$ cat config.mk
export PLATFORM = sky130hd
export DESIGN_NAME = peaton_control
export DESIGN_NICKNAME = d
export VERILOG_FILES = /design/src/rtl/peaton_control.sv
export SDC_FILE = /design/constraint.sdc
export NUM_CORES = 1
export LEC_CHECK = 0
export BUFFER_PORTS_ARGS = -buffer_cell sky130_fd_sc_hd__buf_2
export CORE_MARGIN = 4
export CORE_UTILIZATION = 54
export CTS_CLUSTER_DIAMETER = 120
export DETAILED_ROUTE_END_ITERATION = 12
export PLACE_DENSITY = 0.75
export SYNTH_ARGS = -nofsm -noshare
export SYNTH_HDL_FRONTEND = slang
export SYNTH_SLANG_ARGS = --single-unit
export TNS_END_PERCENT = 100
$ cat constraint.sdc
create_clock -name clk -period 2.07 [get_ports clk]
set_clock_uncertainty 0.2 [all_clocks]
set_input_delay 0.414 -clock clk [delete_from_list [all_inputs] [get_ports clk]]
set_output_delay 0.414 -clock clk [all_outputs]
set_load 0.02 [all_outputs]
$ cat src/rtl/peaton_control.sv
// peaton_control: pedestrian-crossing controller downstream of the vehicle light controller.
// Grants a timed walk phase (guard, steady green, flashing green) only inside a vehicle
// red phase. Forces pedestrians to stop when vehicle red ends or the lights become illegal.
//
// Ports:
//   clk        system clock, rising edge
//   rst        asynchronous active-high reset
//   r, a, v    registered vehicle red/amber/green from the upstream controller
//   boton      raw asynchronous pedestrian push-button
//   p_rojo     pedestrian "don't walk" lamp
//   p_verde    pedestrian "walk" lamp
//   solicitud  request-pending indicator
//   corte      one-cycle pulse when a guard/walk/blink phase is aborted
//   falla      high while the vehicle light combination is illegal
//   beep       audible pulse (only with PEATON_BEEP_EN defined, otherwise 0)
//
// Optional feature macro: PEATON_BEEP_EN
module peaton_control #(
   parameter int unsigned DEB_CYC    = 4,
   parameter int unsigned GUARD_CYC  = 10,
   parameter int unsigned WALK_CYC   = 120,
   parameter int unsigned BLINK_CYC  = 40,
   parameter int unsigned BLINK_HALF = 5,
   parameter int unsigned BEEP_PER   = 20
) (
   input  logic clk,
   input  logic rst,
   input  logic r,
   input  logic a,
   input  logic v,
   input  logic boton,
   output logic p_rojo,
   output logic p_verde,
   output logic solicitud,
   output logic corte,
   output logic falla,
   output logic beep
);

   localparam logic [7:0] DebLast       = 8'(DEB_CYC - 1);
   localparam logic [7:0] DebSat        = 8'(DEB_CYC);
   localparam logic [7:0] GuardLast     = 8'(GUARD_CYC - 1);
   localparam logic [7:0] WalkLast      = 8'(WALK_CYC - 1);
   localparam logic [7:0] BlinkLast     = 8'(BLINK_CYC - 1);
   localparam logic [7:0] BlinkHalfLast = 8'(BLINK_HALF - 1);

   typedef enum logic [2:0] {StIdle, StGuard, StWalk, StBlink, StFault} state_e;

   state_e     state_q, state_d;
   logic [7:0] cnt_q, cnt_d;
   logic       sync1_q, sync2_q;
   logic [7:0] deb_q;
   logic       r_q;
   logic       sol_q, sol_d;
   logic       abort_q, abort_d;
   logic [7:0] half_q;
   logic       phase_q;
   logic       p_rojo_q, p_verde_q, sol_out_q, corte_q, falla_q;

   logic accept, r_ini, legal, clr_sol;

   // Debounce counter saturates at DEB_CYC, so a held button yields a single accept.
   assign accept = sync2_q && (deb_q == DebLast);
   assign r_ini  = r && !r_q;
   assign legal  = ({r, a, v} == 3'b100) || ({r, a, v} == 3'b010) || ({r, a, v} == 3'b001);

   always_comb begin
      state_d = state_q;
      abort_d = 1'b0;
      clr_sol = 1'b0;
      if (!legal) begin
         state_d = StFault;
      end else begin
         unique case (state_q)
            StIdle:  if (r_ini && (sol_q || accept)) state_d = StGuard;
            StGuard: begin
               if (!r) begin
                  state_d = StIdle;
                  abort_d = 1'b1;
               end else if (cnt_q == GuardLast) begin
                  state_d = StWalk;
                  clr_sol = 1'b1;
               end
            end
            StWalk: begin
               if (!r) begin
                  state_d = StIdle;
                  abort_d = 1'b1;
               end else if (cnt_q == WalkLast) begin
                  state_d = StBlink;
               end
            end
            StBlink: begin
               if (!r) begin
                  state_d = StIdle;
                  abort_d = 1'b1;
               end else if (cnt_q == BlinkLast) begin
                  state_d = StIdle;
               end
            end
            StFault: state_d = StIdle;
            default: state_d = StIdle;
         endcase
      end
      cnt_d = (state_d != state_q) ? 8'd0 : cnt_q + 8'd1;
      // A press accepted on the walk-entry edge still counts for the next red phase.
      sol_d = accept || (sol_q && !clr_sol);
   end

   always_ff @(posedge clk or posedge rst) begin
      if (rst) begin
         state_q   <= StIdle;
         cnt_q     <= 8'd0;
         sync1_q   <= 1'b0;
         sync2_q   <= 1'b0;
         deb_q     <= 8'd0;
         r_q       <= 1'b0;
         sol_q     <= 1'b0;
         abort_q   <= 1'b0;
         half_q    <= 8'd0;
         phase_q   <= 1'b1;
         p_rojo_q  <= 1'b1;
         p_verde_q <= 1'b0;
         sol_out_q <= 1'b0;
         corte_q   <= 1'b0;
         falla_q   <= 1'b0;
      end else begin
         state_q <= state_d;
         cnt_q   <= cnt_d;
         sync1_q <= boton;
         sync2_q <= sync1_q;
         if (!sync2_q)          deb_q <= 8'd0;
         else if (deb_q != DebSat) deb_q <= deb_q + 8'd1;
         r_q     <= r;
         sol_q   <= sol_d;
         abort_q <= abort_d;
         // Flash phase restarts lit on every blink entry.
         if (state_q != StBlink) begin
            half_q  <= 8'd0;
            phase_q <= 1'b1;
         end else if (half_q == BlinkHalfLast) begin
            half_q  <= 8'd0;
            phase_q <= !phase_q;
         end else begin
            half_q <= half_q + 8'd1;
         end
         p_rojo_q  <= (state_q == StIdle) || (state_q == StGuard) || (state_q == StFault);
         p_verde_q <= (state_q == StWalk) || ((state_q == StBlink) && phase_q);
         sol_out_q <= sol_q;
         corte_q   <= abort_q;
         falla_q   <= (state_q == StFault);
      end
   end

   assign p_rojo    = p_rojo_q;
   assign p_verde   = p_verde_q;
   assign solicitud = sol_out_q;
   assign corte     = corte_q;
   assign falla     = falla_q;

`ifdef PEATON_BEEP_EN
   localparam int unsigned BeepBlinkPer  = (BEEP_PER / 4 > 0) ? BEEP_PER / 4 : 1;
   localparam logic [7:0]  BeepWalkLast  = 8'(BEEP_PER - 1);
   localparam logic [7:0]  BeepBlinkLast = 8'(BeepBlinkPer - 1);

   logic [7:0] bcnt_q;
   logic       beep_q;
   logic       beep_act;
   logic [7:0] beep_last;

   always_comb begin
      beep_act  = (state_q == StWalk) || (state_q == StBlink);
      beep_last = (state_q == StBlink) ? BeepBlinkLast : BeepWalkLast;
   end

   always_ff @(posedge clk or posedge rst) begin
      if (rst) begin
         bcnt_q <= 8'd0;
         beep_q <= 1'b0;
      end else begin
         beep_q <= beep_act && (bcnt_q == beep_last);
         if (!beep_act || (state_d != state_q) || (bcnt_q == beep_last)) bcnt_q <= 8'd0;
         else                                                         bcnt_q <= bcnt_q + 8'd1;
      end
   end

   assign beep = beep_q;
`else
   assign beep = 1'b0;
`endif

endmodule

==> results.md <==
- Fillers: 304
- Grt peak-use layer: met2
- Final Slew Violations: 0
- Via density: 5.403
- Synthesized cell area: 2066 um^2
- Synth area leaders: dfrtp_1 (44%), nor3_1 (4.8%), xnor2_1 (4.7%)
- Inserted Diodes: 0
- Final setup violation count: 8
- Sequential-to-total area share from yosys stat: 46.15%
- M3 GR Usage: 4.317%
- Clock share of power: 35.6%
- Htree depth: 2
- Switching share of total power: 24.39%
- Total GRT Usage: 18.43%
- Synth cell count leaders: dfrtp_1 (36), nor3_1 (20), nor2_1 (17), inv_1 (16), nand3_1 (15)
- Leading area contributor after synthesis: dfrtp_1
- DIE HEIGHT: 69.85 um
- Pre-CTS setup slack: -111.9 ps
- Drt first-iter violations: 121
- Mean Syn Cell Area: 10.08 um^2
- Setup crit start kind: flop
- Syn nets: 217
- Layout Nets: 256
- Vias: 1583
- Pint: 1.244 mW
- CP required: 2050 ps
- Final min period: 2126 ps
- Netlist cell types: 42
- Die area: 4879 um^2
- Grt ovf: 0
- Worst setup margin: -55.62 ps
- Max_cap viols: 0
- Kind of critical path: flop to flop
- Yosys reg bits: 38
- Root Driver: clkbuf_8
- CTS Buf Count: 5
- FP Rows: 22
- Hold buffer count at CTS: 0
- Clock sink count: 38
- Post-synth ARST share: 100.0%
- Top-area cell type share of the netlist area: 43.61%
- RSZ-0062 raised after global routing: true
- DR DRC count: 0
- Number of global-route vias before repair: 1606
- First-pass GRT wire length: 7.251 mm
- PwrDens: 652.6 nW/um^2
- Max IR drop VDD: 0.0003836 V
- Area Overhead vs Synth: 22.05%
- Critical Path AT: 2100 ps
- Static leakage: 1.130 nW
- GR Layer Usage met2: 31.37%
- CORE AREA: 3689 um^2
- Hold slack: 22.05 ps
- Routed WL: 3.949 mm
- CTS tree: built
- HPWL after DPL: 2.773 mm
- HP Class: primary input to async pin
- EDFF count, synth: 0
- Largest net degree at the start of global routing: 39
- Crit path max fanout: 9
- Clk_lat worst skew: 290 ps
- DRT Pass-1 Iters: 4
- Clk buf depth: 2
- Most common cell in the netlist: dfrtp_1
- Failing checks: negative setup slack
- Synth warn: 0
- CTS clk-pin slew, worst paths: 70 ps
- Achievable frequency: 470.5 MHz
- Initial Util: 56.00%
- Layout Utilization: 68.35%
- Final Cycle Share: 102.7%
- RePlAce Congestion: 0.8434
- Sw power: 0.4013 mW
- Gate Count Post-Synth: 205
- Layout cell share with drive strength beyond 1: 28.16%
- Sequential fraction of design power: 48.0%
- IO Port Bufs: 10
- Most used DFF post-synth: dfrtp_1
- Die X: 69.85 um
- Post-DR wirelength/cell: 13.48 um
- GRT met1 Usage: 22.31%
- CP endpoint kind: flop
- Hold Fails Final Rpt: 0
- Routed Antenna Nets: 0
- # IOs: 12
- Logic pwr share: 16.4%
- Total power draw: 1.645 mW
- Outcome: finished with violations
- Initial antenna violation count: 0
## path summary, 6_finish.rpt
kind                                          from              endpoint  slack (ps)  depth (start not counted)
worst max-delay path            cnt_q[0]$_DFF_PP0_    cnt_q[1]$_DFF_PP0_         -60                          8
worst min-delay path                           rst  deb_q[1]$_DFFE_PP0P_          20                          3
worst max register to register  cnt_q[0]$_DFF_PP0_    cnt_q[1]$_DFF_PP0_         -60                          8
worst min register to register   abort_q$_DFF_PP0_       corte$_DFF_PP0_         150                          0
max in group asynchronous                      rst   phase_q$_DFFE_PP1P_        1300                          3
min in group clk                             boton     sync1_q$_DFF_PP0_          30                          1
## placed cells by master (no fill, tap or decap), types with 5 or more instances in the layout
master / instances
nand3_1: 15
nor2_1: 17
mux2_2: 8
and2_1: 5
buf_2: 10
nand2_1: 11
o21ai_0: 7
buf_4: 27
ha_1: 5
xnor2_1: 11
dfrtp_1: 36
nor3_1: 19
inv_1: 16
clkbuf_8: 8
xor2_1: 6
a21oi_1: 5
## flip-flops by register name, indices dropped and copies added (netlist names)
name and flops:
sol_q 1, solicitud 1, cnt_q 8, half_q 8, abort_q 1, corte 1, r_q 1, falla 1
deb_q 8, sync2_q 1, p_verde 1, sync1_q 1, phase_q 1, state_q 3, p_rojo 1
## routing by layer
layer  wire length (um)  share of wire, %  vias up
met2               2035                52       24
met3                113               2.9        7
met4                 56               1.4        0
li1                   -                 -      785
met1               1744                44      767
met5                  0                 0        -
## per-stage QoR
stage          instance area [um^2]  std cells  setup TNS [ps]
6_report                       2521        293          -413.5
3_5_place_dp                   2354        282          -849.5
2_1_floorplan                  2066        205          -183.3
4_1_cts                        2514        292          -359.8
3_3_place_gp                   2354        282          -633.6
5_1_grt                        2521        293           -1099
## worst max-delay path: stages, from the launching register on
cell	delay (ps)
dfrtp_1	350
buf_4	120
ha_1	140
nor4b_4	220
and3_4	230
nor3_2	50
o31ai_4	220
buf_12	160
mux2_2	330
## power by group through the flow
stage / Combinational [mW] / Clock, mW / Sequential [mW]
CTS: 0.262 / 0.600 / 0.789
floorplan: 0.141 / 0 / 0.807
detailed placement: 0.238 / 0 / 0.806
finish: 0.269 / 0.586 / 0.790
global placement: 0.234 / 0 / 0.804
global route: 0.298 / 0.641 / 0.795
## cells by family after synthesis
group	after synthesis	synth area share [%]
AND/OR/NAND/NOR	88	23.32
other	1	0.1815
XOR/XNOR	17	7.208
AO/OA/AOI/OAI	24	10.18
buffers and inverters	23	4.967
multiplexers	8	4.361
adder cells (fa/ha/maj)	6	3.634
flip-flops	38	46.15
## repair_timing
action                                  CTS  global route
resized for setup                         6             0
endpoints found under the setup margin    8             8
buffers inserted                          3             1
pin swaps                                 4             1
## cell type report
type,count,area [um^2],share of cell area [%]
Clock buffer,8,110.1,4.367
Tap cell,48,60.06,2.382
Timing Repair Buffer,39,292.8,11.61
Inverter,16,60.06,2.382
Multi-Input combinational cell,144,1045,41.44
Sequential cell,38,953.4,37.82
Note: power is estimated with default switching activity, not from simulation.
